**config.mk**
```make
export PLATFORM = sky130hd
export DESIGN_NAME = seg595_scan_ctrl
export DESIGN_NICKNAME = d
export VERILOG_FILES = /design/src/rtl/seg595_pkg.sv /design/src/rtl/seg595_scan_ctrl_seg_hex_decode.sv /design/src/rtl/seg595_scan_ctrl.sv
export SDC_FILE = /design/constraint.sdc
export NUM_CORES = 1
export LEC_CHECK = 0
export ABC_CLOCK_PERIOD_IN_PS = 3000
export BUFFER_PORTS_ARGS = -buffer_cell sky130_fd_sc_hd__buf_2
export CAP_MARGIN = 40
export CORE_UTILIZATION = 52
export CTS_CLUSTER_DIAMETER = 60
export CTS_CLUSTER_SIZE = 25
export DETAILED_ROUTE_END_ITERATION = 10
export MAX_ROUTING_LAYER = met4
export PLACE_DENSITY = 0.79
export SYNTH_ARGS = -nofsm -noshare
export SYNTH_HDL_FRONTEND = slang
export SYNTH_SLANG_ARGS = --single-unit
```
**constraint.sdc**
```tcl
create_clock -name clk -period 3 [get_ports clk]
set_clock_uncertainty 0.05 [all_clocks]
set_input_delay 0.15 -clock clk [delete_from_list [all_inputs] [get_ports clk]]
set_output_delay 0.15 -clock clk [all_outputs]
set_load 0.05 [all_outputs]
```
**src/rtl/seg595_pkg.sv**
```systemverilog
// Shared constants for the 74HC595 seven-segment scan controller:
// the hex glyph table, frame geometry and scan FSM states.
package seg595_pkg;

    localparam int unsigned FRAME_W = 14;
    localparam int unsigned PHASES  = 4;

    // Active-low common-anode glyphs, dp bit (bit 7) off; entry n is glyph for hex n
    localparam logic [15:0][7:0] HEX_SEG = {
        8'h8E, 8'h86, 8'hA1, 8'hC6, 8'h83, 8'h88, 8'h90, 8'h80,
        8'hF8, 8'h82, 8'h92, 8'h99, 8'hB0, 8'hA4, 8'hF9, 8'hC0
    };

    typedef enum logic [1:0] {
        IDLE  = 2'd0,
        SHIFT = 2'd1,
        LATCH = 2'd2
    } scan_state_t;

endpackage

```
**src/rtl/seg595_scan_ctrl_seg_hex_decode.sv**
```systemverilog
// Combinational hex digit to active-low gfedcba segment decoder.
module seg_hex_decode
    import seg595_pkg::*;
(
    input  logic [3:0] hex,
    output logic [6:0] seg_n
);

    always_comb begin
        seg_n = HEX_SEG[hex][6:0];
    end

endmodule

```
**src/rtl/seg595_scan_ctrl.sv**
```systemverilog
// Digit scan scheduler: every slot it shifts one {seg,sel} frame MSB-first
// into the 595 chain, latches it, and drives the active-low output enable.
module seg595_scan_ctrl
    import seg595_pkg::*;
#(
    parameter int unsigned SCAN_CNT = 50_000,
    parameter int unsigned DIGITS   = 6
) (
    input  logic                  clk,
    input  logic                  reset_n,
    input  logic                  en,
    input  logic [4*DIGITS-1:0]   digits,
    input  logic [DIGITS-1:0]     dots,
    input  logic [DIGITS-1:0]     digit_en,
    output logic                  stcp,
    output logic                  shcp,
    output logic                  ds,
    output logic                  oe,
    output logic                  busy
);

    localparam int unsigned     TW         = $clog2(SCAN_CNT);
    localparam logic [TW-1:0]   TIMER_MAX  = TW'(SCAN_CNT - 1);
    localparam logic [2:0]      IDX_MAX    = 3'(DIGITS - 1);
    localparam logic [3:0]      LAST_BIT   = 4'(FRAME_W - 1);
    localparam logic [1:0]      PHASE_LAST = 2'(PHASES - 1);

    logic [TW-1:0]        timer;
    logic [2:0]           idx;

    logic [3:0]           cur_hex;
    logic                 cur_dot;
    logic                 cur_en;
    logic [6:0]           dec;
    logic [7:0]           cur_seg;
    logic [DIGITS-1:0]    cur_sel;
    logic [FRAME_W-1:0]   frame_w;

    scan_state_t          state;
    logic [1:0]           phase;
    logic [3:0]           bit_cnt;
    logic [FRAME_W-2:0]   shreg;
    logic                 shown;

    // Slot timer and digit index run regardless of en.
    always_ff @(posedge clk or negedge reset_n) begin
        if (!reset_n) begin
            timer <= '0;
            idx   <= '0;
        end else if (timer == TIMER_MAX) begin
            timer <= '0;
            idx   <= (idx == IDX_MAX) ? '0 : idx + 3'd1;
        end else begin
            timer <= timer + TW'(1);
        end
    end

    seg_hex_decode u_dec (
        .hex   (cur_hex),
        .seg_n (dec)
    );

    always_comb begin
        cur_hex = '0;
        cur_dot = 1'b0;
        cur_en  = 1'b0;
        for (int unsigned i = 0; i < DIGITS; i++) begin
            if (idx == 3'(i)) begin
                cur_hex = digits[4*i +: 4];
                cur_dot = dots[i];
                cur_en  = digit_en[i];
            end
        end
        cur_sel = {{(DIGITS-1){1'b0}}, 1'b1} << idx;
        cur_seg = cur_en ? {~cur_dot, dec} : 8'hFF;
        frame_w = {cur_seg, cur_sel};
    end

    // ds carries W[13] straight from the snapshot, so shreg only holds W[12:0].
    always_ff @(posedge clk or negedge reset_n) begin
        if (!reset_n) begin
            state   <= IDLE;
            phase   <= '0;
            bit_cnt <= '0;
            shreg   <= '0;
            shown   <= 1'b0;
            stcp    <= 1'b0;
            shcp    <= 1'b0;
            ds      <= 1'b0;
            oe      <= 1'b1;
            busy    <= 1'b0;
        end else begin
            if (shown) begin
                oe <= ~en;
            end
            case (state)
                IDLE: begin
                    if (timer == '0 && en) begin
                        state   <= SHIFT;
                        phase   <= '0;
                        bit_cnt <= '0;
                        shreg   <= frame_w[FRAME_W-2:0];
                        ds      <= frame_w[FRAME_W-1];
                        shcp    <= 1'b0;
                        stcp    <= 1'b0;
                        busy    <= 1'b1;
                    end
                end
                SHIFT: begin
                    if (phase == PHASE_LAST) begin
                        phase <= '0;
                        shcp  <= 1'b0;
                        if (bit_cnt == LAST_BIT) begin
                            state <= LATCH;
                            ds    <= 1'b0;
                        end else begin
                            bit_cnt <= bit_cnt + 4'd1;
                            ds      <= shreg[FRAME_W-2];
                            shreg   <= {shreg[FRAME_W-3:0], 1'b0};
                        end
                    end else begin
                        // shcp is high in the second half of each bit period
                        phase <= phase + 2'd1;
                        shcp  <= (phase != '0);
                    end
                end
                LATCH: begin
                    if (phase == PHASE_LAST) begin
                        state <= IDLE;
                        phase <= '0;
                        stcp  <= 1'b0;
                        busy  <= 1'b0;
                        shown <= 1'b1;
                        oe    <= ~en;
                    end else begin
                        phase <= phase + 2'd1;
                        stcp  <= (phase != '0);
                    end
                end
                default: state <= IDLE;
            endcase
        end
    end

endmodule
```
### Yosys cells after proc, flatten, opt, wreduce, memory -nomap -nowiden

Memory sizes are Yosys's and may differ from the RTL's.
Index checks and enable logic that the tools add are counted.
W data, S select, Z words.

| operators by class | value |
|---|---|
| mux-type cells | 52 |
| bitwise logic cells | 2 |
| eq/ne operators | 15 |
| $add $sub $neg | 4 |
| shifts and indexed selects | 1 |
| reduce and logical (&&, ||, !) cells | 17 |
| order comparisons | 1 |

Operators with widths:

| operator | count |
|---|---|
| $mux W13 | 3 |
| $mux W4 | 9 |
| $pmux W13 S2 | 1 |
| $mux W1 | 22 |
| $add A16 B1 Y16 const B | 1 |
| $eq A16 B16 Y1 const B | 1 |
| $logic_not A16 Y1 | 1 |
| $mux W16 | 1 |
| $mux W2 | 6 |
| $ne A2 B2 Y1 const B | 5 |
| $mux W8 | 1 |
| $pmux W1 S2 | 4 |
| $pmux W4 S2 | 1 |
| $reduce_and A2 Y1 | 4 |
| $reduce_and A4 Y1 | 2 |
| $reduce_bool A2 Y1 | 4 |
| $mux W7 | 1 |
| $eq A3 B2 Y1 const B | 2 |
| $eq A3 B3 Y1 const B | 2 |
| $pmux W2 S3 | 1 |
| $reduce_and A3 Y1 | 2 |
| $shl A1 B3 Y6 const A | 1 |
| $lt A4 B5 Y1 const B | 1 |
| $add A4 B1 Y4 const B | 1 |
| other kinds (13) | 15 |

| word-level totals | value |
|---|---|
| memories kept | 1 |
| register bits after elaboration | 46 |
| logic and storage cells | 105 |
| output and inout port bits | 5 |
| bits in read-only memories | 128 |
| input bits | 39 |

Memories:

| name | depth | width | read ports | clocked after Yosys merged registers in | wr ports | RTL line | source |
|---|---|---|---|---|---|---|---|
| (no name shown) | 16 | 8 | 1 | 0 | 0 | seg595_scan_ctrl_seg_hex_decode.sv:10 | `seg_n = HEX_SEG[hex][6:0];` |

### Longest topological paths before layout

| depth | value |
|---|---|
| depth after elaboration | 12 |
| depth in mapped cells | 15 |
| gate-level depth less buffers | 11 |

### Hierarchy

From an unflattened synthesis, not the netlist that was laid out.

| second synthesis, totals | value |
|---|---|
| cells, all modules | 354 |
| area, all modules | 3100.5 um^2 |

Modules (own cells, without submodules):

| module | area each (um^2) | seq. area each (um^2) | instances | cells an instance |
|---|---|---|---|---|
| seg595_scan_ctrl | 2825.2 | 1152.4 | 1 | 322 |
| seg_hex_decode | 275.3 | 0.0 | 1 | 32 |

### Least setup slack after synthesis

No wires, ideal clock.

| timing path | value |
|---|---|
| kind | register to register |
| from | register idx[0] |
| to | register shreg[12] |
| required time | 2.817 ns |
| clock period less this slack | 3.001 ns |
| slack | -0.001 ns |
| setup time | 0.133 ns |
| arrival time | 2.818 ns |
| stages on the path, launching flop included | 14 |
| buffers on the path | 4 |
| cell sequence | dfrtp_1 > buf_6 > buf_6 > clkbuf_1 > and2_1 > ha_1 > clkbuf_1 > nor2_1 > a31oi_1 > inv_1 > ha_1 > mux2_1 > a22oi_1 > a22oi_1 |

| between the ends | value |
|---|---|
| longest elaborated chain between the ends | 12 |
| elaborated cells on any way between the ends | 23 |
| classes of those cells | 5 x eq/ne; 16 x mux; 1 x reduce/logical; 1 x memory |

RTL lines:

| element | RTL line | source |
|---|---|---|
| from (decl) | seg595_scan_ctrl.sv:29 | `logic [2:0] idx;` |
| from (signal assigned) | seg595_scan_ctrl.sv:52 | `idx <= (idx == IDX_MAX) ? '0 : idx + 3'd1;` |
| $logic_not A3 Y1 | seg595_scan_ctrl.sv:68 | `if (idx == 3'(i)) begin` |
| $mux W4 (6 in series) | seg595_scan_ctrl.sv:68 |  |
| $mem_v2 Z16 W8 | -- |  |
| $mux W7 (implied by the code) | seg595_scan_ctrl_seg_hex_decode.sv:10 |  |
| $mux W8 (*) | seg595_scan_ctrl.sv:75 | `cur_seg = cur_en ? {~cur_dot, dec} : 8'hFF;` |
| $mux W13 (*) | seg595_scan_ctrl.sv:98 | `if (timer == '0 && en) begin` |
| $pmux W13 S2 (*) | seg595_scan_ctrl.sv:96 | `case (state)` |
| to (signal assigned) | seg595_scan_ctrl.sv:102 | `shreg <= frame_w[FRAME_W-2:0];` |
| to (signal assigned) | seg595_scan_ctrl.sv:119 | `shreg <= {shreg[FRAME_W-3:0], 1'b0};` |
| to (decl) | seg595_scan_ctrl.sv:42 | `logic [FRAME_W-2:0] shreg;` |

Mark *: on every way between the ends. The rest lies on a longest branch, timed or not. The select of a mux whose other input is x is not followed.
A chain may end at the register's enable or synchronous reset.

### Worst setup path in the final report

| timing path | value |
|---|---|
| from | register idx[0] |
| to | register shreg[9] |

The elaborated chain is that of the path after synthesis.

==> summary.md <==
| Metric | Value |
|---|---|
| Overflow after GRT | `0` |
| PortBufs | `43` |
| Initial Util | `0.538` |
| Fin crit period | `2730 ps` |
| Initial antenna violation count | `0` |
| # setup viols final | `0` |
| # resized after CTS | `0` |
| Routability cong. | `0.945` |
| Die height | `77.3 um` |
| LEAKAGE | `1.52 nW` |
| Period utilization | `0.911` |
| Top_reg_cell synth | `dfrtp_1` |
| Unrepaired setup endpoints after global routing | `false` |
| Clock sink total | `46` |
| Root buf cell | `clkbuf_8` |
| Tot GR Track Use | `0.241` |
| Die width | `77.3 um` |
| Crit-path max cell delay | `470 ps` |
| Post-synthesis register bit count | `46` |
| Die ar. | `roughly 6000 um2` |
| PD cells | `between 500 and 600 nW/um2` |
| Clock insertion delay at the later pin of the skew report | `around 300 ps` |
| IO Count | `44` |
| Worst vdd ir | `0.000307 V` |
| CP Capture Type | `register` |
| CP Buf/Inv Count | `2` |
| Num CTS Buffers | `5` |
| WP data required | `3120 ps` |
| Via density | `5.71` |
| Sequential share of the synthesized area | `0.391` |
| Final antenna diode count | `0` |
| 1st-pass router iterations | `4` |
| Final nets | `~420` |
| Max_cap viols | `0` |
| Number of global-route vias before repair | `2509` |
| Wire per inst | `14.5 um` |
| Crit path DAT | `around 2900 ps` |
| Syn-to-layout area delta | `15.0%` |
| CP Launch Type | `register` |
| CTS H-tree depth | `2` |
| Cell area after synthesis | `between 2000 and 3000 um2` |
| Distinct cells, synth | `56` |
| Status | `complete, no violations` |
| Worst-path clk slew | `90 ps` |
| Post-synth EDFFs | `0` |
| Setup Buffers After CTS | `0` |
| Slew Limit Headroom | `0.632` |
| Slowest CP cell | `dfrtp_1` |
| Final Max Tran Viols | `0` |
| # DRC | `0` |
| CTS tree | `yes` |
| Core Area | `5470 um2` |
| Highest Clock Rate | `366 MHz` |
| Synth Net Count | `373` |
| Clock buffer depth | `2` |
| Slew @ Worst Pin | `548 ps` |
| Largest delay share family, worst path | `compound AO/OA/AOI/OAI gates` |
| Synth warnings | `0` |
| TNS Setup | `0 ps` |
| Synth Instances | `around 320` |
| Max FO, Critical Path | `10` |
| Vias | `2513` |
| Async set or reset register ratio after synthesis | `1.00` |
| Cells along the critical path | `and2_1 -> ha_1 -> buf_4 -> a31o_1 -> a311oi_4 -> buf_4 -> mux2_1 -> o22ai_1 -> a21oi_1` |
| Final hold violations | `0` |
| Hold/Removal Path Class | `in -> async` |
| Hold slack | `between 200 and 300 ps` |
| Mapped Avg Cell Area | `9.23 um2` |
| Global-route wire length before repair | `11300 um` |
| Post-detail-place hpwl | `~4800 um` |
| Final ANT Viol Nets | `0` |
| Largest net degree at the start of global routing | `30` |
| Routed WL | `6360 um` |
| Setup CP Type | `reg -> reg` |
| Most used cell, CP | `buf_4` |
| Hold Buf Count CTS | `2` |
| Initial DRC count | `166` |
| Site Rows | `27` |
| Share of layout cells above drive strength 1 | `0.204` |
## state kept, by name, summed over array words and instances, names as in the netlist
name     count
bit_cnt      4
busy         1
ds           1
idx          3
oe           1
phase        2
shcp         1
shown        1
shreg       13
state        2
stcp         1
timer       16
## synthesized netlist by cell type, types with 5 or more instances
cell type  instances  area, um2
a21oi_1           19       95.1
nand3_1           15       75.1
ha_1              15        188
and3_1             5       31.3
nand4_1            5       31.3
nand3b_1           5       37.5
a32o_1             5       50.1
nand2_1           28        105
buf_6              5       56.3
dfrtp_1           45       1130
buf_2              7       35.0
xor2_1             9       78.8
o21ai_0           21        105
clkbuf_1           5       18.8
nor3_1             6       30.0
xnor2_1            7       61.3
nor2_1            26       97.6
inv_1             19       71.3
o21ai_1            5       25.0
mux2i_1           11        110
## per-layer routing
layer	global-route usage	share of wire
met2	0.396	0.50
met1	0.308	0.46
met5	-	0
met4	0.0717	0.020
met3	0.0345	0.021
## final timing paths
path                            startpoint         to  slack (ps)  depth (start not counted)
worst max-delay path                idx[0]   shreg[9]         270                          9
worst min-delay path               reset_n       stcp         270                          2
worst max register to register      idx[0]   shreg[9]         270                          9
worst min register to register       shown      shown         410                          2
max in group asynchronous          reset_n   timer[7]        2130                          3
min in group clk                digits[22]  shreg[10]         280                          4
## through the flow
stage / utilization / total power [W] / std cells / instance area, um2 / worst slack (ps)
finish: 0.619 / 0.00197 / 440 / 3390 / 268
global route: 0.619 / 0.00210 / 440 / 3390 / 78.0
CTS: 0.619 / 0.00198 / 440 / 3390 / 262
detailed placement: 0.595 / 0.00151 / 430 / 3260 / 313
global placement: 0.591 / 0.00148 / 429 / 3240 / 425
floorplan: - / 0.00131 / 319 / 2950 / 104
## area by class of cell
type | instances | area [um2]
clock buffers | 6 | 72.6
clock inverters | 2 | 37.5
fillers | 473 | 2090
inverters | 19 | 71.3
multi-input cells | 237 | 1620
flip-flops and latches | 46 | 1150
well taps | 72 | 90.1
repair buffers | 58 | 345
## logic make-up after synthesis
logic type,after synthesis,synth area share
and+or+nand+nor,112,0.197
xor gates and xnor gates,16,0.0476
DFF,46,0.391
adders and majority gates,15,0.0637
AOI/OAI and AO/OA,81,0.194
buffers and inverters,36,0.0616
muxes,13,0.0450
## placed cells by master, fill, tap and decap left out, types with 2 or more instances in the layout
cell,n
o21bai_1,3
nand2_1,28
xor2_1,9
a21oi_1,19
nand2b_1,3
nor3_1,6
nor2b_1,2
mux2i_1,11
dfrtp_1,45
o21ai_1,5
a221oi_1,2
a22oi_1,4
a221oi_2,3
or3_1,2
nor2_1,26
a31oi_1,3
dlygate4sd3_1,2
nand3_1,15
ha_1,15
clkbuf_8,5
and2_1,2
nand3b_1,5
nor4bb_1,3
mux2_1,2
o31ai_1,2
nand4_1,5
and3_1,5
a32o_1,5
inv_1,19
buf_4,12
o21ai_0,21
xnor2_1,7
buf_2,43
## power by group
part	internal (W)	switching (W)
sequential	0.000746	0.0000819
clock	0.000249	0.000212
combinational	0.000266	0.000417
total	0.00126	0.000710
Power figures use the tool's default switching activity.
